## src/rtl/sarray_out_deskew_if.sv

```systemverilog
// Result-side bus of the systolic-array output deskew block: skewed rows in,
// aligned vectors out over valid/ready, plus status and sticky error flags.
interface sarray_out_deskew_if #(
    parameter int SARRAY_H   = 4,
    parameter int DATA_WIDTH = 32,
    parameter int DEPTH      = 8
) ();
    logic [SARRAY_H-1:0]            shin_valid_i;
    logic [SARRAY_H*DATA_WIDTH-1:0] shin_data_i;
    logic                           sho_valid_o;
    logic                           sho_ready_i;
    logic [SARRAY_H*DATA_WIDTH-1:0] sho_data_o;
    logic                           afull_o;
    logic [$clog2(DEPTH+1)-1:0]     cnt_o;
    logic                           err_ovf_o;
    logic                           err_align_o;
    logic                           err_clr_i;

    modport slave (
        input  shin_valid_i,
        input  shin_data_i,
        input  sho_ready_i,
        input  err_clr_i,
        output sho_valid_o,
        output sho_data_o,
        output afull_o,
        output cnt_o,
        output err_ovf_o,
        output err_align_o
    );

    modport master (
        output shin_valid_i,
        output shin_data_i,
        output sho_ready_i,
        output err_clr_i,
        input  sho_valid_o,
        input  sho_data_o,
        input  afull_o,
        input  cnt_o,
        input  err_ovf_o,
        input  err_align_o
    );
endinterface

```

## src/rtl/sarray_out_deskew.sv

```systemverilog
// Re-aligns staggered systolic-array result rows (row i delayed SARRAY_H-1-i
// cycles) and buffers whole vectors in a show-ahead FIFO toward writeback.
module sarray_out_deskew #(
    parameter int SARRAY_H     = 4,
    parameter int DATA_WIDTH   = 32,
    parameter int DEPTH        = 8,
    parameter int AFULL_MARGIN = 4
) (
    input  logic                  clk,
    input  logic                  rst_n,
    sarray_out_deskew_if.slave    bus
);
    localparam int AW = (DEPTH > 1) ? $clog2(DEPTH) : 1;
    localparam int CW = $clog2(DEPTH + 1);
    localparam int VW = SARRAY_H * DATA_WIDTH;

    logic [SARRAY_H-1:0] d_v;
    logic [VW-1:0]       d_data;

    genvar r;
    generate
        for (r = 0; r < SARRAY_H; r++) begin : g_row
            localparam int STAGES = SARRAY_H - 1 - r;
            if (STAGES == 0) begin : g_pass
                assign d_v[r]                            = bus.shin_valid_i[r];
                assign d_data[r*DATA_WIDTH +: DATA_WIDTH] = bus.shin_data_i[r*DATA_WIDTH +: DATA_WIDTH];
            end else begin : g_dly
                logic [STAGES-1:0]     v_q;
                logic [DATA_WIDTH-1:0] dat_q [STAGES];

                always_ff @(posedge clk or negedge rst_n) begin
                    if (!rst_n) begin
                        v_q <= '0;
                    end else begin
                        v_q[0] <= bus.shin_valid_i[r];
                        for (int k = 1; k < STAGES; k++) begin
                            v_q[k] <= v_q[k-1];
                        end
                    end
                end

                // Row data is only meaningful alongside its valid bit, so it skips reset.
                always_ff @(posedge clk) begin
                    dat_q[0] <= bus.shin_data_i[r*DATA_WIDTH +: DATA_WIDTH];
                    for (int k = 1; k < STAGES; k++) begin
                        dat_q[k] <= dat_q[k-1];
                    end
                end

                assign d_v[r]                            = v_q[STAGES-1];
                assign d_data[r*DATA_WIDTH +: DATA_WIDTH] = dat_q[STAGES-1];
            end
        end
    endgenerate

    logic          all_v;
    logic          any_v;
    logic          push;
    logic          misalign;
    logic          full;
    logic          sho_valid;
    logic          pop;
    logic          wr_en;
    logic          drop;

    logic [AW-1:0] wr_ptr_q;
    logic [AW-1:0] wr_ptr_d;
    logic [AW-1:0] rd_ptr_q;
    logic [AW-1:0] rd_ptr_d;
    logic [CW-1:0] count_q;
    logic [CW-1:0] count_d;
    logic          afull_q;
    logic          afull_d;
    logic          err_ovf_q;
    logic          err_ovf_d;
    logic          err_align_q;
    logic          err_align_d;
    logic [VW-1:0] mem_q [DEPTH];

    assign all_v     = &d_v;
    assign any_v     = |d_v;
    assign push      = all_v;
    assign misalign  = any_v & ~all_v;
    assign full      = (count_q == CW'(DEPTH));
    assign sho_valid = (count_q != '0);
    assign pop       = sho_valid & bus.sho_ready_i;
    // A full FIFO still accepts a push when the head leaves in the same cycle.
    assign wr_en     = push & (~full | pop);
    assign drop      = push & full & ~pop;

    always_comb begin
        wr_ptr_d    = wr_ptr_q;
        rd_ptr_d    = rd_ptr_q;
        count_d     = count_q;
        afull_d     = 1'b0;
        err_ovf_d   = err_ovf_q;
        err_align_d = err_align_q;

        if (wr_en) begin
            wr_ptr_d = wr_ptr_q + AW'(1);
        end
        if (pop) begin
            rd_ptr_d = rd_ptr_q + AW'(1);
        end
        case ({wr_en, pop})
            2'b10:   count_d = count_q + CW'(1);
            2'b01:   count_d = count_q - CW'(1);
            default: count_d = count_q;
        endcase

        afull_d = ((DEPTH - int'(count_d)) <= AFULL_MARGIN);

        // A fresh error in the clearing cycle must survive the clear.
        if (bus.err_clr_i) begin
            err_ovf_d   = 1'b0;
            err_align_d = 1'b0;
        end
        if (drop) begin
            err_ovf_d = 1'b1;
        end
        if (misalign) begin
            err_align_d = 1'b1;
        end
    end

    always_ff @(posedge clk or negedge rst_n) begin
        if (!rst_n) begin
            wr_ptr_q    <= '0;
            rd_ptr_q    <= '0;
            count_q     <= '0;
            afull_q     <= 1'b0;
            err_ovf_q   <= 1'b0;
            err_align_q <= 1'b0;
        end else begin
            wr_ptr_q    <= wr_ptr_d;
            rd_ptr_q    <= rd_ptr_d;
            count_q     <= count_d;
            afull_q     <= afull_d;
            err_ovf_q   <= err_ovf_d;
            err_align_q <= err_align_d;
        end
    end

    always_ff @(posedge clk) begin
        if (wr_en) begin
            mem_q[wr_ptr_q] <= d_data;
        end
    end

    assign bus.sho_valid_o = sho_valid;
    assign bus.sho_data_o  = mem_q[rd_ptr_q];
    assign bus.afull_o     = afull_q;
    assign bus.cnt_o       = count_q;
    assign bus.err_ovf_o   = err_ovf_q;
    assign bus.err_align_o = err_align_q;

endmodule

```

## src/flat_wrapper.sv

```systemverilog
// flat-port wrapper written by rule: the top's interface ports become plain ports
module sarray_out_deskew_flat 
#(
    parameter int SARRAY_H     = 4,
    parameter int DATA_WIDTH   = 32,
    parameter int DEPTH        = 8,
    parameter int AFULL_MARGIN = 4
)
  (clk, rst_n, bus_shin_valid_i, bus_shin_data_i, bus_sho_ready_i, bus_err_clr_i, bus_sho_valid_o, bus_sho_data_o, bus_afull_o, bus_cnt_o, bus_err_ovf_o, bus_err_align_o);
  sarray_out_deskew_if #(.SARRAY_H(SARRAY_H), .DATA_WIDTH(DATA_WIDTH), .DEPTH(DEPTH)) bus_i ();
  input  logic clk;
  input  logic rst_n;
  input wire logic [$bits(bus_i.shin_valid_i)-1:0] bus_shin_valid_i;
  input wire logic [$bits(bus_i.shin_data_i)-1:0] bus_shin_data_i;
  input wire logic [$bits(bus_i.sho_ready_i)-1:0] bus_sho_ready_i;
  input wire logic [$bits(bus_i.err_clr_i)-1:0] bus_err_clr_i;
  output wire logic [$bits(bus_i.sho_valid_o)-1:0] bus_sho_valid_o;
  output wire logic [$bits(bus_i.sho_data_o)-1:0] bus_sho_data_o;
  output wire logic [$bits(bus_i.afull_o)-1:0] bus_afull_o;
  output wire logic [$bits(bus_i.cnt_o)-1:0] bus_cnt_o;
  output wire logic [$bits(bus_i.err_ovf_o)-1:0] bus_err_ovf_o;
  output wire logic [$bits(bus_i.err_align_o)-1:0] bus_err_align_o;
  assign bus_i.shin_valid_i = bus_shin_valid_i;
  assign bus_i.shin_data_i = bus_shin_data_i;
  assign bus_i.sho_ready_i = bus_sho_ready_i;
  assign bus_i.err_clr_i = bus_err_clr_i;
  assign bus_sho_valid_o = bus_i.sho_valid_o;
  assign bus_sho_data_o = bus_i.sho_data_o;
  assign bus_afull_o = bus_i.afull_o;
  assign bus_cnt_o = bus_i.cnt_o;
  assign bus_err_ovf_o = bus_i.err_ovf_o;
  assign bus_err_align_o = bus_i.err_align_o;
  sarray_out_deskew #(.SARRAY_H(SARRAY_H), .DATA_WIDTH(DATA_WIDTH), .DEPTH(DEPTH), .AFULL_MARGIN(AFULL_MARGIN)) u_core (.clk(clk), .rst_n(rst_n), .bus(bus_i));
endmodule
```

## config.mk

```make
export PLATFORM = sky130hd
export DESIGN_NAME = sarray_out_deskew_flat
export DESIGN_NICKNAME = d
export VERILOG_FILES = /design/src/rtl/sarray_out_deskew_if.sv /design/src/rtl/sarray_out_deskew.sv /design/src/flat_wrapper.sv
export SDC_FILE = /design/constraint.sdc
export NUM_CORES = 1
export LEC_CHECK = 0
export ABC_CLOCK_PERIOD_IN_PS = 27000
export CAP_MARGIN = 20
export CORE_MARGIN = 2
export CORE_UTILIZATION = 26
export DETAILED_ROUTE_END_ITERATION = 7
export PLACE_DENSITY = 0.49
export SYNTH_ARGS = -nofsm -noshare
export SYNTH_HDL_FRONTEND = slang
export SYNTH_SLANG_ARGS = --single-unit
```

## constraint.sdc

```tcl
create_clock -name clk -period 27 [get_ports clk]
set_input_delay 5.4 -clock clk [delete_from_list [all_inputs] [get_ports clk]]
set_output_delay 5.4 -clock clk [all_outputs]
set_load 0.01 [all_outputs]
```

**Word level (Yosys, flattened, before mapping)**

Memories as Yosys holds them, arrays and structs flattened.
Cells that the tools add are included.

- Input bits: 136
- ROM bits: 0
- Memories: 4
- Latch bits: 0
- Bits in writable memories: 1216
- Logic and storage cells: 42
- Bits in registers: 19

Memories:

| memory | words | width | read ports | clocked after memory_dff | wr ports | line | RTL |
|---|---|---|---|---|---|---|---|
| u_core.mem_q | 8 | 128 | 1 | 0 | 1 | sarray_out_deskew.sv:78 | `logic [VW-1:0] mem_q [DEPTH];` |
| u_core.g_row[0].g_dly.dat_q | 3 | 32 | 3 | 0 | 3 | sarray_out_deskew.sv:29 | `logic [DATA_WIDTH-1:0] dat_q [STAGES];` |
| u_core.g_row[1].g_dly.dat_q | 2 | 32 | 2 | 0 | 2 | sarray_out_deskew.sv:29 |  |
| u_core.g_row[2].g_dly.dat_q | 1 | 32 | 1 | 0 | 1 | sarray_out_deskew.sv:29 |  |

- Multiply operators: 0
- Bitwise operators: 9
- Reductions and logical operators: 5
- Magnitude comparators: 1
- Divide/modulo/power cells: 0
- $add $sub $neg: 5
- Equal/unequal tests: 3
- Shift operators: 0
- Mux-type cells: 6

Operators by type and width:

| operator | number |
|---|---|
| 32-bit by 4-bit <= comparator with 1-bit output (second input constant) | 1 |
| 4-bit case mux with 2 select lines | 1 |
| 3-bit by 1-bit adder with 3-bit output (second input constant) | 2 |
| 1-bit AND | 5 |
| 1-bit 2-to-1 mux | 5 |
| 4-bit by 4-bit subtractor with 5-bit output (first input constant) | 1 |
| 4-bit by 1-bit adder with 4-bit output (second input constant) | 1 |
| 4-bit equality test (second input constant) | 1 |
| 4-bit AND reduction | 1 |
| 2-bit nonzero test | 2 |
| 4-bit nonzero test | 1 |
| 4-bit OR reduction | 1 |
| 4-bit by 1-bit subtractor with 4-bit output (second input constant) | 1 |
| 1-bit NOT | 3 |
| 2-bit by 1-bit equality test with 1-bit output (second input constant) | 1 |
| 2-bit equality test (second input constant) | 1 |
| 1-bit bitwise OR | 1 |

**Logic depth before layout (Yosys ltp)**

Gate-level depths: netlist (run 1).

- Word-level depth: 8
- Depth in mapped cells: 8

**Worst setup path before layout (run 1)**

No wires, ideal clock.

- Path kind: input to register
- From: input bus_shin_valid_i[3]
- To: memory u_core.mem_q[0][0] in the netlist's numbering, enable pin
- Required time: 26.072 ns
- Stages on the path: 3
- Arrival time: 17.836 ns
- Library setup time: 0.928 ns
- Slack: 8.236 ns
- Path through: and4_1 -> nand2_1 -> nor4_1

- Longest elaborated chain between the ends: 4

RTL lines:

| what | line | RTL |
|---|---|---|
| start: declaration | flat_wrapper.sv:13 | `input wire logic [$bits(bus_i.shin_valid_i)-1:0] bus_shin_valid_i;` |
| 4-bit AND reduction | sarray_out_deskew.sv:80 | `assign all_v = &d_v;` |
| 1-bit AND | sarray_out_deskew.sv:88 | `assign wr_en = push & (~full \| pop);` |
| 1-bit 2-to-1 mux | sarray_out_deskew.sv:145 | `if (wr_en) begin` |
| 1-bit 2-to-1 mux (not written as such) | sarray_out_deskew.sv:146 | `mem_q[wr_ptr_q] <= d_data;` |
| end: declaration | sarray_out_deskew.sv:78 |  |

Every way passes these cells.

**Worst setup path after layout (run 1)**

- From: register u_core.rd_ptr_q[0]
- To: output bus_sho_data_o[63]

- Longest elaborated chain between the ends: 1

RTL lines:

| what | line | RTL |
|---|---|---|
| start: declaration | sarray_out_deskew.sv:68 | `logic [AW-1:0] rd_ptr_q;` |
| start signal: assignment | sarray_out_deskew.sv:136 | `rd_ptr_q <= rd_ptr_d;` |
| memory 8 x 128 bit | - |  |
| end: declaration | flat_wrapper.sv:18 | `output wire logic [$bits(bus_i.sho_data_o)-1:0] bus_sho_data_o;` |

Every way passes these cells.

==> results of run 1 <==
## cell usage in the layout, fill, tap and decap left out, types with 2 or more instances in the layout
cell type,netlist,layout
a21oi_1,2,2
nor3_2,0,4
nor2_4,0,3
edfxtp_1,1024,1024
nand2b_1,3,3
xnor2_1,3,3
nand2_1,7,7
nor4_1,3,2
inv_16,0,7
clkbuf_16,0,140
xor2_1,3,3
dfrtp_4,0,3
o22ai_1,2,2
inv_1,2,2
clkdlybuf4s50_1,0,271
bufinv_16,0,8
clkinvlp_4,0,4
clkbuf_1,27,39
clkinv_16,0,4
nor2_1,5,2
inv_6,0,4
clkinv_2,0,21
buf_4,0,39
dfxtp_1,192,192
inv_8,0,3
dfrtp_1,19,16
clkinv_1,0,15
ha_1,3,3
clkbuf_8,0,13
mux4_2,256,256
mux2_2,131,131
diode_2,0,3
nor3_1,7,3
## per-stage QoR
stage               total power (uW)  instances  setup slack, ns  hold WS (ns)  instance area [um^2]
CTS                             5510       4433            15.87         0.324                 53100
floorplan                       3060       1748             8.24         0.310                 43200
detailed placement              3630       4175            16.72         0.312                 48500
global placement                3620       4175            16.75         0.310                 48500
finish                          5390       4436            16.18         0.323                 53100
global route                    5640       4433            15.61         0.327                 53100
## logic make-up after synthesis
kind of cell               synth area share
adders and majority gates          0.000870
buffers and inverters                0.0114
AOI/OAI and AO/OA                   0.00177
xor gates and xnor gates            0.00122
and+or+nand+nor                     0.00409
DFF                                   0.813
muxes                                 0.168
## power by group
| group | internal, uW | switching, uW | total (uW) |
|---|---|---|---|
| registers | 2120 | 68.1 | 2180 |
| clock network | 1090 | 768 | 1850 |
| logic | 754 | 601 | 1360 |
| total | 3960 | 1440 | 5390 |
## layout make-up
cell class	count	area share
Clock buffer	192	0.0721
Inverter	2	0.000141
Sequential cell	1235	0.661
Timing Repair Buffer	311	0.0570
Antenna cell	3	0.000141
Tap cell	2189	0.0516
Clock inverter	66	0.0143
Multi-Input combinational cell	438	0.144
## final timing paths
kind,from,to,slack (ns),cells after the start
max,u_core.rd_ptr_q[0]$_DFFE_PN0N_,bus_sho_data_o[63],16.18,6
min,u_core.g_row[0].g_dly.dat_q[0][59]$_DFF_P_,u_core.g_row[0].g_dly.dat_q[0][91]$_DFF_P_,0.32,0
max reg2reg,u_core.bus.cnt_o[1]$_DFF_PN0_,u_core.mem_q[6][53]$_DFFE_PP_,22.87,6
min reg2reg,u_core.g_row[0].g_dly.dat_q[0][59]$_DFF_P_,u_core.g_row[0].g_dly.dat_q[0][91]$_DFF_P_,0.32,0
max in group asynchronous,rst_n,u_core.rd_ptr_q[0]$_DFFE_PN0N_,21.21,1
min in group asynchronous,rst_n,u_core.g_row[2].g_dly.v_q$_DFF_PN0_,5.14,1
## cell usage after synthesis, types with 5 or more instances
library cell	n
mux4_2	256
clkbuf_1	27
dfxtp_1	192
nand2_1	7
buf_1	12
mux2_2	131
nor3_1	7
dfrtp_1	19
edfxtp_1	1024
nor2_1	5
buf_6	27
buf_2	7
## flip-flops by register name (all words and copies together), names as in the netlist
signal,count
u_core.mem_q,1024
u_core.g_row.g_dly.dat_q,192
u_core.g_row.g_dly.v_q,6
u_core.bus.cnt_o,4
u_core.rd_ptr_q,3
u_core.wr_ptr_q,3
u_core.bus.afull_o,1
u_core.bus.err_align_o,1
u_core.bus.err_ovf_o,1
## worst reg2reg max path, cell delays in order, from the launching register on
cell	delay (ns)
dfrtp_1	0.55
nor3_1	0.15
a21oi_1	0.52
nand2_1	0.37
nor2_4	0.75
buf_4	0.71
buf_4	0.67
## layer usage
metal / track usage / up-vias / share of wire
li1: - / 8091 / -
met1: 0.136 / 9956 / 0.41
met2: 0.197 / 393 / 0.52
met3: 0.0246 / 131 / 0.044
met4: 0.0370 / 2 / 0.021
met5: 0 / - / 0.00014
==> reports/summary.txt, run 1 <==
GRT Total Usage: 0.112
Crit path max-delay cell type: buf_4
Status: finished with violations
Post-CTS Setup Inserts: 0
Fin Clk Skew: 0.0292 ns
Worst-path fanout max: 43
Post-CTS Hold Fix Bufs: 0
WL/cell: 21.4 um
Routed vias: 18573
CP Data Arrival Time: 5.42 ns
Most common cell on crit path: buf_4
Fraction of layout cells with a size suffix above 1: 0.288
Final Max Tran Viols: 0
Num CTS Buffers: 138
Slew Limit Headroom: 0.295
Synthesized area: 43200 um^2
Die width: 411 um
Critical path required time: 21.60 ns
CTS tree: done
Drt first pass iters: 8
Vias in the first global route: 20529
Drt drc: 30
CTS max path bufs: 3
First-pass GRT wire length: 138000 um
Root Driver: clkbuf_16
Post-CTS Resized: 0
FF+latch count, synth: 1235
Synth Warn #: 0
Peak VDD IR: 0.0589 mV
Setup repair after global routing missed its margin: false
Full die area: 169000 um^2
Ys async rst share: 0.0154
Antenna viol nets, final: 0
Final wirelength: 94900 um
Layout Utilization: 0.322
Setup Crit Path Kind: flip-flop to output pin
LEAKAGE: 0.0168 uW
Total congestion overflow: 0
DP HPWL: 51400 um
Top-Level Pins: 272
Netlist cell types: 33
DR vias/cell: 4.19
Max Cap Viol: 0
Initial antenna violation count: 8
Fin crit period: 10.82 ns
Post-synth top area share: 0.713
Syn avg cell area: 24.7 um^2
Prevailing post-synth register cell: edfxtp_1
Min-delay worst type: flip-flop to flip-flop
Nets: 2265
Cells after Synth: 1748
EDFF count, synth: 1024
Crit path largest cell delay: 0.82 ns
Site Rows: 149
Initial DRC Count: 1320
Sequential area share after synthesis: 0.813
Post-route setup TNS: 0 ns
Failing checks: design-rule violations
Clock Pin Slew Worst Setup and Hold Paths: 0.06 ns
Slew @ Worst Pin: 1.06 ns
Clock sink count: 1235
Largest net degree at the start of global routing: 97
CP top delay family: buffers and inverters
Critical Path End Type: output pin
Core footprint: 165000 um^2
H-tree Lvls: 4
Finish-stage setup viols: 0
Cell Chain, Critical Path: buf_4 -> buf_4 -> buf_4 -> mux4_2 -> mux2_2 -> clkdlybuf4s50_1
Initial Util: 0.262
Power per Cell Area: 102 nW/um^2
# fillers: 15562
Port Buf Inserts: 271
Multi-input gate area: 7640 um^2
Area leader, netlist: edfxtp_1
RD Place Congestion: 0.692
FMAX: 0.0924 GHz
CP startpoint kind: flip-flop
Count of buffer and inverter cells on the critical path: 4
Worst-Skew Late Latency: 0.77 ns
Die height: 411 um
Mapped Nets: 1887
Top post-synthesis cells by area: edfxtp_1 71%, mux4_2 13%, dfxtp_1 8.9%
Period utilization: 0.401
Final Hold Viols: 0
Area grow syn2layout: 23.0%
Register area: 35100 um^2
No activity file was read; power rests on OpenSTA's default activity.
==> run 2: changes to the inputs <==
--- a/config.mk
+++ b/config.mk
@@ -5,12 +5,12 @@
 export SDC_FILE = /design/constraint.sdc
 export NUM_CORES = 1
 export LEC_CHECK = 0
-export ABC_CLOCK_PERIOD_IN_PS = 27000
+export ABC_CLOCK_PERIOD_IN_PS = 9740
 export CAP_MARGIN = 20
 export CORE_MARGIN = 2
 export CORE_UTILIZATION = 26
 export DETAILED_ROUTE_END_ITERATION = 7
-export PLACE_DENSITY = 0.49
+export PLACE_DENSITY = 0.51
 export SYNTH_ARGS = -nofsm -noshare
 export SYNTH_HDL_FRONTEND = slang
 export SYNTH_SLANG_ARGS = --single-unit
==> constraint.sdc (replaced) <==
create_clock -name clk -period 9.74 [get_ports clk]
set_input_delay 1.948 -clock clk [delete_from_list [all_inputs] [get_ports clk]]
set_output_delay 1.948 -clock clk [all_outputs]
set_load 0.01 [all_outputs]
==> reports/summary.txt, run 2 (synthesized netlist as in run 1, its figures left out) <==
Status: finished with violations
Failing checks: design-rule violations
Post-CTS Hold Fix Bufs: 0
Hold-critical path depth: 0
Min-delay worst type: flip-flop to flip-flop
Final wirelength: 93200 um
Area grow syn2layout: 22.8%
Initial DRC Count: 1448
CP startpoint kind: flip-flop
DR vias/cell: 4.18
Core footprint: 165000 um^2
Clock share of power: 0.337
Finish-stage setup viols: 0
LEAKAGE: 0.0168 uW
Most flop-heavy register: u_core.mem_q
H-tree Lvls: 4
Fraction of layout cells with a size suffix above 1: 0.284
RD Place Congestion: 0.678
Peak VDD IR: 0.204 mV
CP top delay family: buffers and inverters
FMAX: 0.171 GHz
Setup Crit Path Kind: flip-flop to output pin
Clock Pin Slew Worst Setup and Hold Paths: 0.06 ns
Site Rows: 149
CTS tree: done
Full die area: 169000 um^2
Die width: 411 um
Placed cells: 4174
Final Max Tran Viols: 0
Slew Limit Headroom: 0.324
Clock sink count: 1235
Cell count of the worst reg-to-reg path: 5
WL/cell: 21.0 um
Worst-Skew Late Latency: 0.77 ns
Drt drc: 26
Count of buffer and inverter cells on the critical path: 2
Initial antenna violation count: 6
CP Data Arrival Time: 3.89 ns
Layout Utilization: 0.321
NetSw: 3950 uW
Biggest regs: u_core.mem_q x1024, u_core.g_row.g_dly.dat_q x192, u_core.g_row.g_dly.v_q x6
Most frequent cells in the layout: 1024 x edfxtp_1, 271 x clkdlybuf4s50_1, 256 x mux4_2
Crit path largest cell delay: 0.83 ns
Slew @ Worst Pin: 1.01 ns
Post-CTS Setup Inserts: 0
Worst-path fanout max: 92
Met3 Use GR: 0.0290
Met2 Use GR: 0.193
Switching fraction of total power: 0.267
Post-CTS Resized: 0
GRT Total Usage: 0.110
Fin crit period: 5.84 ns
Fin Clk Skew: 0.0279 ns
Period utilization: 0.600
Top-Level Pins: 272
Port Buf Inserts: 271
Critical path depth: 4
Int Pwr: 10800 uW
Final Hold Viols: 0
Root Driver: clkbuf_16
DP HPWL: 50100 um
Vias in the first global route: 20610
Finished Layout Cells: 4428
Commonest non-fill, non-tap cell in the layout: edfxtp_1
Total congestion overflow: 0
Routed vias: 18500
Critical Path End Type: output pin
Max Cap Viol: 0
Num CTS Buffers: 137
Critical path required time: 7.79 ns
Setup repair after global routing missed its margin: false
Antenna viol nets, final: 0
Drt first pass iters: 8
Initial Util: 0.262
Gr busiest metal: met2
GR Util met1: 0.132
CTS max path bufs: 3
Seq pwr share: 0.409
First-pass GRT wire length: 137000 um
Die height: 411 um
Gate power share: 0.254
# fillers: 15561
Multi-input gate area: 7660 um^2
Crit path max-delay cell type: dfrtp_4
Largest net degree at the start of global routing: 129
Register area: 35100 um^2
Nets: 2263
Post-route setup TNS: 0 ns
Max FFs per register: 1024
Cell Chain, Critical Path: buf_12 -> mux4_2 -> mux2_2 -> clkdlybuf4s50_1
Power per Cell Area: 279 nW/um^2
-- run 2: worst paths after layout --
kind	start	to	slack, ns
max	u_core.rd_ptr_q[0]$_DFFE_PN0N_	bus_sho_data_o[69]	3.90
min	u_core.g_row[0].g_dly.dat_q[0][42]$_DFF_P_	u_core.g_row[0].g_dly.dat_q[0][74]$_DFF_P_	0.32
max reg2reg	u_core.bus.cnt_o[1]$_DFF_PN0_	u_core.mem_q[5][66]$_DFFE_PP_	6.15
min reg2reg	u_core.g_row[0].g_dly.dat_q[0][42]$_DFF_P_	u_core.g_row[0].g_dly.dat_q[0][74]$_DFF_P_	0.32
max in group asynchronous	rst_n	u_core.rd_ptr_q[0]$_DFFE_PN0N_	7.44
min in group asynchronous	rst_n	u_core.g_row[0].g_dly.v_q[2]$_DFF_PN0_	1.67
-- run 2: routing by layer --
| metal | up-vias | wire length (um) |
|---|---|---|
| met4 | 8 | 2030 |
| met1 | 9917 | 38800 |
| li1 | 8064 | - |
| met2 | 364 | 48000 |
| met3 | 147 | 4280 |
| met5 | - | 50 |
-- run 2: layout make-up --
cell class                      instances  share of cell area
Timing Repair Buffer                  310              0.0579
Clock inverter                         57              0.0119
Clock buffer                          196              0.0718
Sequential cell                      1235               0.662
Tap cell                             2189              0.0517
Antenna cell                            1           0.0000472
Multi-Input combinational cell        438               0.145
Inverter                                2            0.000142
-- run 2: power groups by stage --
| stage | combinational (uW) | clock (uW) | sequential [uW] |
|---|---|---|---|
| after detailed placement | 3860 | 0 | 6180 |
| after CTS | 3900 | 5160 | 6070 |
| after global routing | 4030 | 5360 | 6080 |
| final | 3760 | 4980 | 6060 |
| after global placement | 3850 | 0 | 6160 |
| after floorplan | 2420 | 0 | 6060 |
-- run 2: through the flow --
stage | power (uW) | worst slack, ns | area (um^2) | hold WS [ns]
5_1_grt | 15500 | 3.61 | 53000 | 0.320
2_1_floorplan | 8480 | -2.11 | 43200 | 0.310
3_3_place_gp | 10000 | 4.03 | 48600 | 0.312
3_5_place_dp | 10000 | 4.09 | 48600 | 0.312
4_1_cts | 15100 | 3.68 | 53000 | 0.316
6_report | 14800 | 3.90 | 53000 | 0.317
